File: src/rtl/main_control_fsm.sv
// Multi-cycle main control FSM for the femtoRV32 core: fetch/decode/execute/mem/wb sequencing,
// datapath enables and retired-instruction count. Optional HALT on ECALL/EBREAK via CTRL_HALT_EN.
module main_control_fsm #(
  parameter int CNT_W = 32
) (
  input  logic             clk,
  input  logic             rst,
  input  logic [6:0]       opcode,
  input  logic [2:0]       funct3,
  input  logic             mem_ready,
  input  logic             branch_cond,
  output logic [1:0]       ALUOp,
  output logic [1:0]       alu_src_a,
  output logic             alu_src_b,
  output logic             mem_req,
  output logic             mem_read,
  output logic             mem_write,
  output logic             ir_write,
  output logic             reg_write,
  output logic [1:0]       wb_sel,
  output logic             pc_write,
  output logic [1:0]       pc_sel,
  output logic             illegal,
  output logic             halted,
  output logic [CNT_W-1:0] retired,
  output logic [2:0]       state
);

  typedef enum logic [2:0] {
    S_FETCH  = 3'd0,
    S_DECODE = 3'd1,
    S_EXEC   = 3'd2,
    S_MEM    = 3'd3,
    S_WB     = 3'd4,
    S_HALT   = 3'd5
  } state_t;

  typedef enum logic [3:0] {
    CL_R, CL_I, CL_LOAD, CL_STORE, CL_BRANCH, CL_JAL,
    CL_JALR, CL_LUI, CL_AUIPC, CL_SYS, CL_ILL
  } cls_t;

  state_t           state_q, state_d;
  cls_t             cls_q, cls_d, dec_cls;
  logic [CNT_W-1:0] retired_q, retired_d;

`ifndef CTRL_HALT_EN
  logic unused_funct3;
  assign unused_funct3 = ^funct3;
`endif

  always_comb begin
    case (opcode)
      7'b0110011: dec_cls = CL_R;
      7'b0010011: dec_cls = CL_I;
      7'b0000011: dec_cls = CL_LOAD;
      7'b0100011: dec_cls = CL_STORE;
      7'b1100011: dec_cls = CL_BRANCH;
      7'b1101111: dec_cls = CL_JAL;
      7'b1100111: dec_cls = CL_JALR;
      7'b0110111: dec_cls = CL_LUI;
      7'b0010111: dec_cls = CL_AUIPC;
      7'b1110011: dec_cls = CL_SYS;
      default:    dec_cls = CL_ILL;
    endcase
  end

  // {ALUOp, alu_src_a, alu_src_b} for a class; also reused in WB so the result stays valid
  function automatic logic [4:0] alu_ctrl(input cls_t c);
    case (c)
      CL_R:                        alu_ctrl = {2'b10, 2'd0, 1'b0};
      CL_I:                        alu_ctrl = {2'b10, 2'd0, 1'b1};
      CL_LOAD, CL_STORE, CL_JALR:  alu_ctrl = {2'b00, 2'd0, 1'b1};
      CL_AUIPC, CL_JAL:            alu_ctrl = {2'b00, 2'd1, 1'b1};
      CL_LUI:                      alu_ctrl = {2'b00, 2'd2, 1'b1};
      CL_BRANCH:                   alu_ctrl = {2'b01, 2'd0, 1'b0};
      default:                     alu_ctrl = 5'd0;
    endcase
  endfunction

  always_comb begin
    state_d   = state_q;
    cls_d     = cls_q;
    ALUOp     = 2'b00;
    alu_src_a = 2'd0;
    alu_src_b = 1'b0;
    mem_req   = 1'b0;
    mem_read  = 1'b0;
    mem_write = 1'b0;
    ir_write  = 1'b0;
    reg_write = 1'b0;
    wb_sel    = 2'd0;
    pc_write  = 1'b0;
    pc_sel    = 2'd0;
    illegal   = 1'b0;
    halted    = 1'b0;
    case (state_q)
      S_FETCH: begin
        mem_req  = 1'b1;
        mem_read = 1'b1;
        if (mem_ready) begin
          ir_write = 1'b1;
          state_d  = S_DECODE;
        end
      end
      S_DECODE: begin
        cls_d = dec_cls;
        case (dec_cls)
          CL_ILL: begin
            illegal  = 1'b1;
            pc_write = 1'b1;
            state_d  = S_FETCH;
          end
          CL_SYS: begin
`ifdef CTRL_HALT_EN
            if (funct3 == 3'b000) begin
              state_d = S_HALT;
            end else begin
              pc_write = 1'b1;
              state_d  = S_FETCH;
            end
`else
            pc_write = 1'b1;
            state_d  = S_FETCH;
`endif
          end
          default: state_d = S_EXEC;
        endcase
      end
      S_EXEC: begin
        {ALUOp, alu_src_a, alu_src_b} = alu_ctrl(cls_q);
        if (cls_q == CL_BRANCH) begin
          pc_write = 1'b1;
          pc_sel   = branch_cond ? 2'd1 : 2'd0;
          state_d  = S_FETCH;
        end else if (cls_q == CL_LOAD || cls_q == CL_STORE) begin
          state_d = S_MEM;
        end else begin
          state_d = S_WB;
        end
      end
      S_MEM: begin
        mem_req   = 1'b1;
        mem_read  = (cls_q == CL_LOAD);
        mem_write = (cls_q == CL_STORE);
        ALUOp     = 2'b00;
        alu_src_a = 2'd0;
        alu_src_b = 1'b1;
        if (mem_ready) begin
          if (cls_q == CL_STORE) begin
            pc_write = 1'b1;
            state_d  = S_FETCH;
          end else begin
            state_d = S_WB;
          end
        end
      end
      S_WB: begin
        {ALUOp, alu_src_a, alu_src_b} = alu_ctrl(cls_q);
        reg_write = 1'b1;
        pc_write  = 1'b1;
        if (cls_q == CL_LOAD) begin
          wb_sel = 2'd1;
        end else if (cls_q == CL_JAL || cls_q == CL_JALR) begin
          wb_sel = 2'd2;
          pc_sel = 2'd2;
        end
        state_d = S_FETCH;
      end
      S_HALT: begin
`ifdef CTRL_HALT_EN
        halted = 1'b1;
`else
        state_d = S_FETCH;
`endif
      end
      default: state_d = S_FETCH;
    endcase

    // reset silences the datapath in the same cycle, not just at the next edge
    if (rst) begin
      ALUOp     = 2'b00;
      alu_src_a = 2'd0;
      alu_src_b = 1'b0;
      mem_req   = 1'b0;
      mem_read  = 1'b0;
      mem_write = 1'b0;
      ir_write  = 1'b0;
      reg_write = 1'b0;
      wb_sel    = 2'd0;
      pc_write  = 1'b0;
      pc_sel    = 2'd0;
      illegal   = 1'b0;
      halted    = 1'b0;
    end
    retired_d = retired_q + CNT_W'(pc_write);
  end

  always_ff @(posedge clk) begin
    if (rst) begin
      state_q   <= S_FETCH;
      cls_q     <= CL_ILL;
      retired_q <= '0;
    end else begin
      state_q   <= state_d;
      cls_q     <= cls_d;
      retired_q <= retired_d;
    end
  end

  assign state   = rst ? 3'd0 : state_q;
  assign retired = rst ? '0 : retired_q;

endmodule
File: config.mk
export PLATFORM = sky130hd
export DESIGN_NAME = main_control_fsm
export DESIGN_NICKNAME = d
export VERILOG_FILES = /design/src/rtl/main_control_fsm.sv
export SDC_FILE = /design/constraint.sdc
export NUM_CORES = 1
export LEC_CHECK = 0
export CAP_MARGIN = 0
export CORE_MARGIN = 2
export CORE_UTILIZATION = 44
export DETAILED_ROUTE_END_ITERATION = 12
export GPL_ROUTABILITY_DRIVEN = 1
export PLACE_DENSITY = 0.76
export SLEW_MARGIN = 5
export SYNTH_ARGS = -nofsm -noshare
export SYNTH_HDL_FRONTEND = slang
export SYNTH_SLANG_ARGS = --single-unit
File: constraint.sdc
create_clock -name clk -period 2.1 [get_ports clk]
set_input_delay 0.315 -clock clk [delete_from_list [all_inputs] [get_ports clk]]
set_output_delay 0.315 -clock clk [all_outputs]
set_load 0.005 [all_outputs]
# --- After elaboration in Yosys (flattened, before gate mapping) ---
# Memories as Yosys holds them, arrays and structs flattened. A register that Yosys moved wholly into a read port is not among the register bits.
# Index checks and enable logic that the tools add are counted.
word_totals:
  reg_bits: 39
  mem_bits_ro: 160
  in_bits: 14
  word_cells: 84
  memories: 2
op_classes:
  addsub: 1
  n_eq_ne: 23
  muxes: 49
  n_reduce_logical: 6
memory_table:
  columns: ["memory", "words", "word_bits", "rd", "rd_clocked_by_memory_dff", "write_ports", "line", "rtl"]
  rows:
  - ["(name not given)", 16, 5, 1, 1, 0, "70", "case (c)"]
  - ["(name not given)", 16, 5, 1, 1, 0, "70", null]
op_table:
  columns: ["cell", "n"]
  rows:
  - ["one-hot mux 4 bit (10 select lines)", 1]
  - ["adder 32 x 1 -> 32 bit", 1]
  - ["2-to-1 mux 32 bit", 1]
  - ["equality test 7 bit (second input constant)", 4]
  - ["equality test 7 x 6 -> 1 bit (second input constant)", 3]
  - ["2-to-1 mux 1 bit", 21]
  - ["2-to-1 mux 2 bit", 9]
  - ["2-to-1 mux 3 bit", 6]
  - ["2-to-1 mux 4 bit", 4]
  - ["equality test 7 x 5 -> 1 bit (second input constant)", 2]
  - ["equality test 4 x 3 -> 1 bit (second input constant)", 3]
  - ["one-hot mux 2 bit (2 select lines)", 3]
  - ["one-hot mux 3 bit (4 select lines)", 1]
  - ["equality test 4 x 2 -> 1 bit (second input constant)", 2]
  - ["equality test 4 bit (second input constant)", 2]
  - ["equality test 7 x 2 -> 1 bit (second input constant)", 1]
  - ["equality test 3 x 2 -> 1 bit (second input constant)", 2]
  - ["inequality test 2 bit (second input constant)", 2]
  - ["one-hot mux 1 bit (4 select lines)", 1]
  - ["OR reduction 2 bit", 2]
  - ["equality test 3 x 1 -> 1 bit (second input constant)", 1]
  - ["equality test 3 bit (second input constant)", 1]
  - ["logical NOT 3 bit", 1]
  - ["one-hot mux 1 bit (3 select lines)", 1]
  - ["other kinds (3)", 4]

# --- Logic depth before layout (Yosys ltp) ---
# Gate-level depths: netlist (run 1).
depth:
  depth_word: 8
  depth_mapped: 13
  ltp_nobuf: 12

# --- Least setup slack after synthesis (run 1) ---
# OpenSTA, ideal clock, no wires.
synth_path:
  path_type: "register to register"
  from: "reg state_q[0]"
  to: "reg retired_q[27]"
  t_arrival_ns: 2.370
  path_slack_ns: -0.340
  stages_incl_launch_ff: 11
  period_less_slack_ns: 2.440
  path_cell_list: "dfxtp_1 > clkbuf_1 > nand4_1 > o32ai_1 > a21oi_1 > nor2_1 > ha_1 > nand3_1 > or3_1 > or3_1 > a21oi_1"
synth_between:
  elab_chain_cells: 4
  elab_cells_between_ends: 7
  classes_between: "1 x add/sub; 4 x eq/ne; 2 x mux"
synth_lines:
  columns: ["item", "line", "rtl"]
  rows:
  - ["from (decl)", "43", "state_t state_q, state_d;"]
  - ["from (signal assigned)", "205", "state_q <= state_d;"]
  - ["equality test 3 bit (tied with other cells)", "97", "case (state_q)"]
  - ["one-hot mux 1 bit (4 select lines) *", "97", null]
  - ["2-to-1 mux 1 bit *", "181", "if (rst) begin"]
  - ["via pc_write", "21", "output logic pc_write,"]
  - ["adder 32 x 1 -> 32 bit *", "196", "retired_d = retired_q + CNT_W'(pc_write);"]
  - ["to (signal assigned)", "207", "retired_q <= retired_d;"]
  - ["to (decl)", "45", "logic [CNT_W-1:0] retired_q, retired_d;"]
# Mark *: on every way through the listed nets, which the timed path passes. The rest lies on a longest branch.
# A chain may end at the register's enable or synchronous reset.

# --- Final worst setup path (run 1) ---
layout_path:
  from: "reg cls_q[2]"
  to: "reg retired_q[27]"
layout_between:
  elab_chain_cells: 6
  elab_cells_between_ends: 8
  classes_between: "1 x add/sub; 2 x eq/ne; 5 x mux"
layout_lines:
  columns: ["item", "line", "rtl"]
  rows:
  - ["from (decl)", "44", "cls_t cls_q, cls_d, dec_cls;"]
  - ["from (signal assigned)", "206", "cls_q <= cls_d;"]
  - ["equality test 4 x 2 -> 1 bit", "150", "if (cls_q == CL_STORE) begin"]
  - ["2-to-1 mux 1 bit", "150", null]
  - ["2-to-1 mux 1 bit", "149", "if (mem_ready) begin"]
  - ["one-hot mux 1 bit (4 select lines) *", "97", null]
  - ["2-to-1 mux 1 bit *", "181", null]
  - ["adder 32 x 1 -> 32 bit *", "196", null]
# Mark *: on every way between the ends. The rest lies on a longest branch, timed or not.

==> results.md, run 1 <==
* Total core area at 0.00557 sq mm
* Max-cap violations at 0
* Slowest CP cell: or3_4
* Final setup fails at 35
* Fin crit period at 2500 ps
* Status: finished, violations left
* Fin Clk Skew at between 9 and 10 ps
* CTS tree: done
* Row cnt at 27
* CTS H-tree lvls at 2
* Starting Density at 46.2%
* Area leader, netlist: dfxtp_1
* Initial antenna violation count at 0
* Routed wire length at 7.45 mm
* Failing checks: negative setup slack
* CP max stage delay at 370 ps
* Post-Syn Nets at approximately 340
* Synth Area in Compound Gates at 11.4%
* Final Util at 71.9%
* Cells after synthesis at 326
* RSZ-0062 raised after global routing: true
* Worst Path Max Fanout at 5
* Async SR Flop Fraction at 0%
* Flops & latches, synth at between 40 and 50
* Via-to-Cell Ratio at 5.31
* WHS at just over 500 ps
* Setup TNS at -7930 ps
* Crit end category: register
* Post-Syn Area at 0.00257 sq mm
* Sequential area share after synthesis at 34.2%
* Crit Path Category: register to register
* Leak at 1.55 nW
* CTS max path bufs at 2
* Top cells by area, synth: dfxtp_1, nor2b_1, nor2_1
* Iteration-0 DRC Markers at 199
* I/O Buffers at 61
* Worst-Skew Late Latency at roughly 300 ps
* Peak supply drop at 0.352 mV
* Crit path launch type: register
* Clk pin slew, worst setup/hold paths at 80 ps
* Placement-stage cell area at about 0.0036 sq mm
* Slack of the critical path at -400 ps
* Routed Antenna Nets at 0
* CTS Buf Count at 5
* Worst-path cell chain: buf_4 -> nand2b_1 -> nor3_1 -> a21oi_1 -> o32ai_2 -> a21oi_2 -> nor2_4 -> ha_4 -> nand3_4 -> or3_4 -> or3_4 -> a21oi_2
* Worst EP required at between 2000 and 2500 ps
* Largest net degree at the start of global routing at 52
* Vias in the first global route at 2,632
* NumNets Final at 454
* Largest family of logic cells by synthesized area: simple AND/OR/NAND/NOR gates
* Synth cell types at 54
* Most numerous cell in the Yosys netlist: nor2_1
* Post-synth EDFFs at 0
* Final period util at 119%
* Syn avg cell area at 7.89 sq um
* Max frequency at 400 MHz
* PwrDens at 417 mW/mm^2
* Die Area at 0.00648 sq mm
* Ys Warns at 0
* Clock root buffer master: clkbuf_8
* Slew Limit Fails at 0
* Synth Area in XOR/XNOR at 8.85%
* Area growth, synth to finish at 55.6%
* Gr ovfl total at 0
* Global-route wire length before repair at 12.0 mm
* Placer congestion estimate at 0.896
* Commonest cells post-synth: nor2_1, dfxtp_1, nor2b_1, nand2_1, xnor2_1
* Worst min path class: register to register
* Reg2reg start: cls_q[2]
* Chip width at 80.5 um
* Post-Synth Simple-Gate Area at 38.2%
* Final Cell Area at 0.00401 sq mm
* Hold_sp: retired_q[5]
* Die height at 80.5 um
* Synth Flop Type: dfxtp_1
* Io pins at 66
* Top-area cell type share of the netlist area at 34.2%
* Post-synthesis mux area share at 1.60%
* Hpwl dp at approximately 4.8 mm
* Setup crit start: cls_q[2]
* Final Hold Vio Count at 0
* R2R Setup Slk at -400 ps
* Drt wl/cell at 14.6 um
* Sink Count at 44
* Crit path DAT at 2740 ps
* Adder-Cell Fraction of Synth Area at less than 1%
* DRC violations left at 0
* Ant. Diodes at 0
* Share of layout cells above drive strength 1 at 28.7%
* DR vias at 2,711
* GRT Resource Usage Total at 23.3%
* DRT Pass-1 Iters at 4
metal layers:
| layer | track usage [%] | vias to the layer above | share of wire, % |
|---|---|---|---|
| met5 | 0 | - | 0 |
| met4 | 9.15 | 0 | 2.7 |
| met3 | 4.83 | 23 | 4.6 |
| met2 | 38.4 | 91 | 49 |
| met1 | 29.8 | 1265 | 44 |
| li1 | - | 1332 | - |
final timing paths:
path / end / cells after the start
setup reg to reg: retired_q[27] / 12
hold / removal: retired_q[5] / 2
hold reg to reg: retired_q[5] / 2
setup / recovery: retired_q[27] / 12
stage by stage:
| stage | power [mW] | instances | worst slack, ps |
|---|---|---|---|
| after detailed placement | 1.03 | 490 | -853 |
| final | 1.67 | 511 | -400 |
| after global routing | 1.73 | 511 | -475 |
| after CTS | 1.66 | 511 | -267 |
| after global placement | 1.03 | 490 | -708 |
| after floorplan | 0.950 | 326 | -218 |
cells by family after synthesis:
kind of cell	Yosys count
xor+xnor	26
simple gates	181
other cells	1
mux	4
fa+ha+maj	2
compound gates	42
buf+inv	26
flops	44
what timing repair did:
action / in CTS / in global routing
endpoints found under the hold margin: 0 / 0
setup endpoints to repair: 47 / 52
setup buffers: 13 / 6
hold buffers: 0 / 0
resized for setup: 37 / 33
pin swaps: 15 / 14
cells in the final DEF (no fill, tap or decap), types with 4 or more instances in the layout:
cell type / synthesis / final
and4_1: 5 / 5
clkbuf_8: 0 / 5
and3_1: 7 / 7
inv_1: 9 / 9
xnor2_1: 15 / 15
nand4_1: 4 / 4
a21oi_1: 13 / 10
nor3_1: 9 / 4
nand2b_1: 6 / 5
dfxtp_2: 0 / 4
dfxtp_1: 44 / 39
nor2_4: 0 / 6
or3_4: 0 / 4
xor2_1: 11 / 11
nand3_1: 14 / 11
nand2_1: 20 / 17
clkdlybuf4s50_1: 0 / 51
o21ai_0: 10 / 10
clkbuf_2: 0 / 4
nor2_2: 2 / 5
buf_4: 1 / 57
and2_1: 7 / 6
nor2_1: 51 / 42
nor2b_1: 31 / 31
nor3_2: 0 / 5
final cells by class:
type / instances / area, sq um
Clock buffer: 6 / 72.6
Clock inverter: 2 / 35.0
Fill cell: 424 / 1570
Inverter: 9 / 33.8
Multi-Input combinational cell: 256 / 1820
Sequential cell: 44 / 890
Tap cell: 72 / 90.1
Timing Repair Buffer: 122 / 1060
worst max-delay path: cells and delay by family, from the launching register on:
kind	cells	cell delay (ps)
AND/OR/NAND/NOR	6	1250
AO/OA/AOI/OAI	4	540
flip-flops	1	360
adder cells (fa/ha/maj)	1	170
buffers and inverters	1	120
where the power goes:
group / total (mW) / switching, mW / internal, mW
sequential: 0.843 / 0.00562 / 0.837
clock: 0.642 / 0.289 / 0.353
combinational: 0.187 / 0.0952 / 0.0916
Power figures use the tool's default switching activity.
==> inputs of run 2 (changes only) <==
==> constraint.sdc (replaced) <==
create_clock -name clk -period 2.1 [get_ports clk]
set_input_delay 0.42 -clock clk [delete_from_list [all_inputs] [get_ports clk]]
set_output_delay 0.42 -clock clk [all_outputs]
set_load 0.005 [all_outputs]
==> run 2 against run 1 <==
The run still ends with negative setup slack left. Via count decreased by 1.0%. Wire length up 2.7%. Count of clock-buffer cells in the layout is the same.
==> results.md, run 2 (synthesis results as in run 1) <==
* Status: finished, violations left
* Failing checks: negative setup slack
* Io pins at 66
* Die height at around 80 um
* Via-to-Cell Ratio at about 5.2
* NumNets Final at 457
* Worst-case reg-to-reg path depth at 13
* Worst path top cell family by delay: buffers and inverters
* Commonest non-fill, non-tap cell in the layout: buf_4
* Final Util at around 75%
* Worst min path class: register to register
* Buffers and inverters on the worst path at 2
* Clock root buffer master: clkbuf_8
* Hold_buf cts at 0
* PwrDens at 403 mW/mm^2
* CP max stage delay at about 530 ps
* Hold_sp: retired_q[31]
* Global-route wire length before repair at 11.5 mm
* Slew Limit Fails at 0
* Fin crit period at 2370 ps
* Crit path DAT at 1950 ps
* Peak supply drop at 0.354 mV
* Max frequency at 422 MHz
* CTS H-tree lvls at 2
* Share of layout cells above drive strength 1 at 33.9%
* Worst-Skew Late Latency at roughly 300 ps
* R2R Setup Slk at -230 ps
* Worst Path Max Fanout at 6
* Final period util at 113%
* GRT Resource Usage Total at 22.4%
* Crit end category: primary output
* Crit path launch type: register
* Total core area at 0.00557 sq mm
* DR vias at 2,684
* Crit Path Category: register to primary output
* Row cnt at 27
* Placer congestion estimate at around 0.84
* Most frequent cells in the layout: buf_4, clkdlybuf4s50_1, dfxtp_1
* Worst EP required at 1680 ps
* Ant. Diodes at 0
* Routed wire length at 7.65 mm
* Area growth, synth to finish at 61.4%
* Reg2Reg Capture Point: retired_q[29]
* CTS tree: done
* DRT Pass-1 Iters at 4
* Largest net degree at the start of global routing at 47
* Slack of the critical path at -267 ps
* Iteration-0 DRC Markers at between 100 and 150
* Worst-path cell chain: buf_4 -> nor2b_1 -> nand2_2 -> nor3_1 -> clkdlybuf4s50_1
* I/O Buffers at a little over 60
* Initial antenna violation count at 0
* Gr ovfl total at 0
* DRC violations left at 0
* Starting Density at 46.2%
* Fin Clk Skew at 5.36 ps
* Final setup fails at 31
* Slowest CP cell: clkdlybuf4s50_1
* Chip width at just over 80 um
* Hold endpoint: retired_q[31]
* CTS Buf Count at 5
* Vias in the first global route at 2,492
* Max-cap violations at 0
* Hold path depth at 2
* Leak at 1.64 nW
* Final Hold Vio Count at 0
* Routed Antenna Nets at 0
* Total power at 1.67 mW
* Sink Count at 44
* Clk pin slew, worst setup/hold paths at 80 ps
* CTS max path bufs at 2
* RSZ-0062 raised after global routing: true
* Reg2reg start: cls_q[2]
* Drt wl/cell at 14.9 um
* Hpwl dp at 4.83 mm
* Die Area at 0.00648 sq mm
## run 2: cell types whose count changed in the layout (fill, tap and decap cells not counted), moves of 4 or more
| cell | delta |
|---|---|
| dlygate4sd2_1 | +4 |
| clkdlybuf4s50_1 | -10 |
| nor2_4 | +4 |
| buf_4 | -5 |
| xnor2_2 | +4 |
| xnor2_1 | -4 |
| nor2_1 | -4 |
| buf_6 | +10 |
## run 2: report_power, final
| part | switching (mW) | internal, mW |
|---|---|---|
| Combinational | 0.0997 | 0.0960 |
| Clock | 0.282 | 0.353 |
| Sequential | 0.00679 | 0.836 |
## run 2: through the flow
| stage | TNS, ps | cell area (sq um) | hold WS, ps | std cells | worst slack (ps) |
|---|---|---|---|---|---|
| 2_1_floorplan | -1560 | 2610 | 462 | 326 | -237 |
| 4_1_cts | -3330 | 3960 | 498 | 509 | -242 |
| 6_report | -3550 | 4150 | 529 | 514 | -267 |
| 3_5_place_dp | -25320 | 3610 | 486 | 493 | -903 |
| 3_3_place_gp | -23050 | 3610 | 480 | 493 | -861 |
| 5_1_grt | -7480 | 4150 | 568 | 514 | -385 |
## run 2: routing by layer
metal / share of wire [%] / vias to the layer above / global-route usage [%]
met4: 0.85 / 0 / 6.27
li1: - / 1328 / -
met3: 4.5 / 7 / 4.38
met5: 0 / - / 0
met1: 43 / 1282 / 27.7
met2: 52 / 67 / 39.3
## run 2: cell type report
cell class	count	area (sq um)
Clock buffer	6	72.6
Clock inverter	2	35.0
Fill cell	366	1420
Inverter	9	33.8
Multi-Input combinational cell	256	1920
Sequential cell	44	892
Tap cell	72	90.1
Timing Repair Buffer	125	1110
## run 2: timing repair
action	in CTS	in global routing
setup buffers	8	7
endpoints found under the setup margin	52	51
pin swaps	25	14
gates resized for setup	70	52
## run 2: worst max-delay path by stage
stage	start	endpoint	cells after the start
2_1_floorplan	opcode[6]	retired_q[27]	11
3_3_place_gp	opcode[4]	retired_q[31]	14
3_5_place_dp	opcode[4]	retired_q[31]	14
4_1_cts	cls_q[2]	retired_q[27]	11
5_1_grt	cls_q[2]	retired_q[29]	14
6_report	state_q[2]	wb_sel[1]	5
## run 2: worst reg2reg max path: stages, from the launching register on
cell	delay, ps
dfxtp_2	340
nor2_4	100
and2_4	150
nand4_1	110
o32ai_2	240
a21oi_2	90
nor2_4	150
buf_4	140
ha_4	130
nand3_2	70
nand2b_4	200
nor4_4	300
xnor2_1	170
nor2_1	60
